File: config.mk
export PLATFORM = sky130hd
export DESIGN_NAME = cdiv_8b_flat
export DESIGN_NICKNAME = d
export VERILOG_FILES = /design/src/rtl/cdiv_8b_if.sv /design/src/rtl/cdiv_8b.sv /design/src/flat_wrapper.sv
export SDC_FILE = /design/constraint.sdc
export NUM_CORES = 1
export LEC_CHECK = 0
export CAP_MARGIN = 20
export CORE_MARGIN = 4
export CORE_UTILIZATION = 55
export DETAILED_ROUTE_END_ITERATION = 7
export HOLD_SLACK_MARGIN = 0.12
export PLACE_DENSITY = 0.85
export SYNTH_ARGS = -nofsm -noshare
export SYNTH_HDL_FRONTEND = slang
export SYNTH_SLANG_ARGS = --single-unit
File: constraint.sdc
create_clock -name clk_i -period 5.25 [get_ports clk_i]
set_clock_uncertainty 0.2 [all_clocks]
set_input_delay 1.575 -clock clk_i [delete_from_list [all_inputs] [get_ports clk_i]]
set_output_delay 1.575 -clock clk_i [all_outputs]
set_load 0.01 [all_outputs]
File: src/rtl/cdiv_8b_if.sv
// Valid/ready handshake bundle for the divide-by-constant block.
interface cdiv_8b_if #(
  parameter int C_VAL = 7
);
  localparam int unsigned R_W = $clog2(C_VAL) + 1;

  logic [7:0]     in_data_i;
  logic           in_valid_i;
  logic           in_ready_o;
  logic [7:0]     out_quo_o;
  logic [R_W-1:0] out_rem_o;
  logic           out_valid_o;
  logic           out_ready_i;

  // Divider side
  modport slave (
    input  in_data_i, in_valid_i, out_ready_i,
    output in_ready_o, out_quo_o, out_rem_o, out_valid_o
  );

  // Producer/consumer side
  modport master (
    output in_data_i, in_valid_i, out_ready_i,
    input  in_ready_o, out_quo_o, out_rem_o, out_valid_o
  );
endinterface

File: src/rtl/cdiv_8b.sv
// Sequential 8-bit divide-by-constant: restoring shift-subtract, one quotient
// bit per clock, optional two's-complement dividend with truncation toward zero.
module cdiv_8b #(
  parameter bit C_SIG = 1'b0,
  parameter int C_VAL = 7
) (
  input  logic      clk_i,
  input  logic      rst_n_i,
  cdiv_8b_if.slave  bus
);

  localparam int unsigned R_W = $clog2(C_VAL) + 1;
  localparam int unsigned P_W = R_W + 1;
  localparam logic [P_W-1:0] DIV = P_W'(C_VAL);

  // Divisor must be a positive 8-bit constant
  if (C_VAL < 1 || C_VAL > 255) begin : g_bad_cval
    $error("cdiv_8b: C_VAL must be in 1..255");
  end

  typedef enum logic [1:0] {IDLE, CALC, DONE} state_t;

  state_t         state_q, state_d;
  logic [7:0]     dvd_q, dvd_d;
  logic           sign_q, sign_d;
  logic [R_W-1:0] prem_q, prem_d;
  logic [7:0]     quo_q, quo_d;
  logic [2:0]     cnt_q, cnt_d;
  logic [7:0]     quo_out_q, quo_out_d;
  logic [R_W-1:0] rem_out_q, rem_out_d;
  logic           valid_q, valid_d;

  logic           ready_c;
  logic           accept_c;
  logic [P_W-1:0] shift_c;
  logic           ge_c;
  logic [R_W-1:0] prem_step_c;
  logic [7:0]     quo_step_c;

  // State and datapath registers
  always_ff @(posedge clk_i or negedge rst_n_i) begin
    if (!rst_n_i) begin
      state_q   <= IDLE;
      dvd_q     <= '0;
      sign_q    <= 1'b0;
      prem_q    <= '0;
      quo_q     <= '0;
      cnt_q     <= '0;
      quo_out_q <= '0;
      rem_out_q <= '0;
      valid_q   <= 1'b0;
    end else begin
      state_q   <= state_d;
      dvd_q     <= dvd_d;
      sign_q    <= sign_d;
      prem_q    <= prem_d;
      quo_q     <= quo_d;
      cnt_q     <= cnt_d;
      quo_out_q <= quo_out_d;
      rem_out_q <= rem_out_d;
      valid_q   <= valid_d;
    end
  end

  // Next-state, one restoring step per CALC cycle, and handshake control
  always_comb begin
    state_d   = state_q;
    dvd_d     = dvd_q;
    sign_d    = sign_q;
    prem_d    = prem_q;
    quo_d     = quo_q;
    cnt_d     = cnt_q;
    quo_out_d = quo_out_q;
    rem_out_d = rem_out_q;
    valid_d   = valid_q;
    ready_c   = 1'b0;
    accept_c  = 1'b0;

    // Partial remainder stays below C_VAL, so the shifted value fits P_W bits
    shift_c     = {prem_q, dvd_q[cnt_q]};
    ge_c        = (shift_c >= DIV);
    prem_step_c = ge_c ? R_W'(shift_c - DIV) : R_W'(shift_c);
    quo_step_c  = quo_q;
    quo_step_c[cnt_q] = ge_c;

    case (state_q)
      IDLE: begin
        ready_c  = 1'b1;
        accept_c = bus.in_valid_i;
      end
      CALC: begin
        prem_d = prem_step_c;
        quo_d  = quo_step_c;
        cnt_d  = cnt_q - 3'd1;
        if (cnt_q == 3'd0) begin
          quo_out_d = sign_q ? 8'(-quo_step_c) : quo_step_c;
          rem_out_d = sign_q ? R_W'(-prem_step_c) : prem_step_c;
          valid_d   = 1'b1;
          state_d   = DONE;
        end
      end
      DONE: begin
        if (bus.out_ready_i) begin
          ready_c  = 1'b1;
          valid_d  = 1'b0;
          accept_c = bus.in_valid_i;
          state_d  = IDLE;
        end
      end
      default: state_d = IDLE;
    endcase

    // Latch dividend magnitude and sign; -128 maps to an unsigned 128
    if (accept_c) begin
      sign_d  = C_SIG & bus.in_data_i[7];
      dvd_d   = (C_SIG && bus.in_data_i[7]) ? 8'(-bus.in_data_i) : bus.in_data_i;
      prem_d  = '0;
      quo_d   = '0;
      cnt_d   = 3'd7;
      state_d = CALC;
    end
  end

  assign bus.in_ready_o  = ready_c;
  assign bus.out_quo_o   = quo_out_q;
  assign bus.out_rem_o   = rem_out_q;
  assign bus.out_valid_o = valid_q;

endmodule

File: src/flat_wrapper.sv
// flat-port wrapper written by rule: the top's interface ports become plain ports
module cdiv_8b_flat 
#(
  parameter bit C_SIG = 1'b0,
  parameter int C_VAL = 7
)
  (clk_i, rst_n_i, bus_in_data_i, bus_in_valid_i, bus_out_ready_i, bus_in_ready_o, bus_out_quo_o, bus_out_rem_o, bus_out_valid_o);
  cdiv_8b_if #(.C_VAL(C_VAL)) bus_i ();
  input  logic clk_i;
  input  logic rst_n_i;
  input wire logic [$bits(bus_i.in_data_i)-1:0] bus_in_data_i;
  input wire logic [$bits(bus_i.in_valid_i)-1:0] bus_in_valid_i;
  input wire logic [$bits(bus_i.out_ready_i)-1:0] bus_out_ready_i;
  output wire logic [$bits(bus_i.in_ready_o)-1:0] bus_in_ready_o;
  output wire logic [$bits(bus_i.out_quo_o)-1:0] bus_out_quo_o;
  output wire logic [$bits(bus_i.out_rem_o)-1:0] bus_out_rem_o;
  output wire logic [$bits(bus_i.out_valid_o)-1:0] bus_out_valid_o;
  assign bus_i.in_data_i = bus_in_data_i;
  assign bus_i.in_valid_i = bus_in_valid_i;
  assign bus_i.out_ready_i = bus_out_ready_i;
  assign bus_in_ready_o = bus_i.in_ready_o;
  assign bus_out_quo_o = bus_i.out_quo_o;
  assign bus_out_rem_o = bus_i.out_rem_o;
  assign bus_out_valid_o = bus_i.out_valid_o;
  cdiv_8b #(.C_SIG(C_SIG), .C_VAL(C_VAL)) u_core (.clk_i(clk_i), .rst_n_i(rst_n_i), .bus(bus_i));
endmodule
==> impl_metrics.csv, run 1 <==
group,metric,value,unit
global_route,grt_start_max_net_pins,39,
worst_setup_path,critical-path-top-delay-family,"buffers and inverters",
worst_setup_path,ff2ff_path_depth,7,
sta,setup_viol,0,
worst_setup_path,cp_common_cell,"clkdlybuf4s50_1",
worst_hold_path,worstHoldStart,"u_core.bus.out_quo_o[6]",
worst_setup_path,crit_path_end_kind,"output port",
clocking,cts_hold_buffers,0,
route,route.detailed.drc,0,
worst_setup_path,cp_num_buf_inv,3,
placement,place.gp.congestion,0.818,
sta,post-route-period-util,89.9,%
pwr,power_leakage,0.000941,uW
final_layout,num-nets-final,225,
worst_setup_path,regToRegEndpoint,"u_core.quo_q[2]",
global_route,grt_pass1_wl,7220,um
worst_setup_path,path_class,"input port to output port",
die,dieArea,4440,um2
synthesis,netlist_instances,191,
synthesis,synth-main-ff-cell,"dfrtp_1",
route,vias,1535,
sta,rsz0062_at_grt,"false",
clocking,clk_pin_slew,0.10,ns
synthesis,synthArstFlopShare,100,%
placement,io_buffers,25,
die,start_util,56.7,%
clocking,cts_resized,0,
route,wl_per_cell,15.8,um
synthesis,synth_xor_xnor_area_share,0.463,%
synthesis,synth-seq-cells,38,
pwr,powerDensity,612,nW/um2
route,vias_per_cell,6.00,
route,first_iter_violations,107,
synthesis,synth-simple-area-share,17.1,%
sta,min_period,4.72,ns
sta,slew_viol_final,0,
clocking,htreeDepth,2,
pwr,ir_drop,0.346,mV
clocking,cts_tree,"built",
placement,dp_hpwl,2760,um
worst_setup_path,critical-path-max-stage-delay,0.59,ns
pwr,total_power,1340,uW
clocking,root_buffer,"clkbuf_4",
route,drtPass1Iterations,4,
final_layout,area_delta_synth_final,15.3,%
worst_setup_path,critPathRequiredTime,3.48,ns
clocking,cts_sinks,38,
synthesis,synth_area,1890,um2
sta,worst_pin_slew,1.04,ns
synthesis,synthAdderAreaFrac,1.98,%
sta,hold_viol,0,
sta,slew-limit-headroom,30.6,%
sta,setup_tns,0,ns
final_layout,drive_above_1_share,10.0,%
clocking,cts_buffer_depth,2,
route,finalWirelength,4040,um
die,core,3340,um2
synthesis,synth_mux_area_share,10.1,%
outcome,status,"finished, final reports clean",
synthesis,syn_area_per_cell,9.91,um2
synthesis,yosysUniqueCellTypes,39,
die,ios,26,
synthesis,synth_commonest_cells,"dfrtp_1 (38), nand2_1 (28), o21ai_0 (21), clkbuf_1 (12), nor2_1 (11)",
clocking,post_cts_buffers,0,
die,die_x,66.7,um
worst_setup_path,worstPathMaxFanout,4,
synthesis,ys.warnings.count,0,
worst_hold_path,min_to,"u_core.bus.out_quo_o[6]",
die,rows,21,
synthesis,synth_edf_count,0,
clocking,cts_buffers,5,
synthesis,yosysTopAreaCellShare,50.2,%
clocking,insertion_delay,0.35,ns
synthesis,synth_most_common_cell,"dfrtp_1",
worst_hold_path,worstHoldPathType,"flop to flop",
global_route,grt_pass1_vias,1563,
synthesis,synth.largest_area_cell,"dfrtp_1",
worst_hold_path,whs_path_depth,2,
synthesis,synth-compound-area-share,15.3,%
route,antenna_left,0,
worst_setup_path,crit_chain,"clkdlybuf4s50_1 -> inv_1 -> a21oi_1 -> clkdlybuf4s50_1",
run,cap_violations,0,
worst_setup_path,slowest_stage,"clkdlybuf4s50_1",
synthesis,yosys-top-cells-area,"dfrtp_1 (50%), nand2_1 (5.6%), o21ai_0 (5.6%)",
final_layout,n_antenna_cell,0,
synthesis,synth-seq-area-share,50.2,%
synthesis,synth_top_family_by_area,"simple AND/OR/NAND/NOR gates",
worst_setup_path,cp_data_arrival_time,2.94,ns
global_route,gr-total-overflow,0,
worst_setup_path,reg2reg_slack,1.83,ns
global_route,grt_usage,21.6,%
worst_setup_path,cp-start-kind,"input port",
die,dieHeight,66.7,um
synthesis,syn-num-nets,206,
worst_setup_path,worstReg2RegStart,"u_core.cnt_q[0]",
sta,fmax,0.212,GHz
global_route,grt_antenna_before_repair,0,
[per-stage QoR]
stage	hold WS (ns)	util, %	area [um2]	worst slack, ns	instances
global route	0.328	65.4	2180	0.453	256
finish	0.281	65.4	2180	0.531	256
floorplan	0.239	-	1890	1.62	191
CTS	0.287	65.4	2180	0.514	256
detailed placement	0.264	64.0	2140	0.527	249
global placement	0.249	64.0	2140	0.607	249
[tightest hold or removal path, cell delays in order, from the launching register on]
cell	delay, ns
dfrtp_1	0.36
nand2_1	0.05
nand2_1	0.05
[kinds of logic after synthesis]
group / count (synthesis)
multiplexers: 16
AND/OR/NAND/NOR: 65
XOR/XNOR: 1
flip-flops: 38
AO/OA/AOI/OAI: 48
buffers and inverters: 20
adder cells (fa/ha/maj): 3
[registers in the layout (all words and copies together) (netlist names)]
signal	count
u_core.state_q	2
u_core.bus.out_valid_o	1
u_core.bus.out_rem_o	4
u_core.cnt_q	3
u_core.prem_q	4
u_core.dvd_q	8
u_core.quo_q	8
u_core.bus.out_quo_o	8
[worst max-delay path by stage]
stage,from,to,slack (ns),cells past startpoint
5_1_grt,bus_out_ready_i,bus_in_ready_o,0.45,4
3_3_place_gp,bus_out_ready_i,bus_in_ready_o,0.61,4
3_5_place_dp,bus_out_ready_i,bus_in_ready_o,0.53,4
2_1_floorplan,bus_out_ready_i,bus_in_ready_o,1.62,2
6_report,bus_out_ready_i,bus_in_ready_o,0.53,4
4_1_cts,bus_out_ready_i,bus_in_ready_o,0.51,4
[layer usage]
| metal | vias up | GRT usage (%) | wire, um |
|---|---|---|---|
| met4 | 0 | 6.85 | 55 |
| met1 | 760 | 25.2 | 1600 |
| met2 | 49 | 38.1 | 2150 |
| met5 | - | 0 | 0 |
| li1 | 720 | - | - |
| met3 | 6 | 5.73 | 232 |
[cell type report]
type,count,area (um2)
multi-input combinational,133,852
sequential,38,951
inverter,6,22.5
timing repair buffer,26,253
fill,299,1150
clock inverter,2,10.0
clock buffer,5,37.5
tap,46,57.6
[placed cells by master, fill, tap and decap left out, types with 5 or more instances in the layout]
cell             netlist  final
dfrtp_1               38     38
nand2_1               28     28
clkdlybuf4s50_1        0     24
o21ai_0               21     21
nor2_1                11     11
a31oi_1                8      8
mux2_2                 8      8
inv_1                  6      6
a21oi_1                6      6
clkbuf_4               0      5
[where the power goes]
part	internal [uW]	total [uW]	switching, uW
logic	312	642	330
clock network	48.2	142	93.5
registers	419	552	133
No activity file was read; power rests on OpenSTA's default activity.
==> run 2, diff against run 1 <==
--- a/config.mk
+++ b/config.mk
@@ -8,6 +8,7 @@
 export CAP_MARGIN = 20
 export CORE_MARGIN = 4
 export CORE_UTILIZATION = 55
+export CTS_BUF_LIST = sky130_fd_sc_hd__clkbuf_4
 export DETAILED_ROUTE_END_ITERATION = 7
 export HOLD_SLACK_MARGIN = 0.12
 export PLACE_DENSITY = 0.85
==> results of run 2 <==
The final DEF is identical to that of run 1; final timing and power are the same.
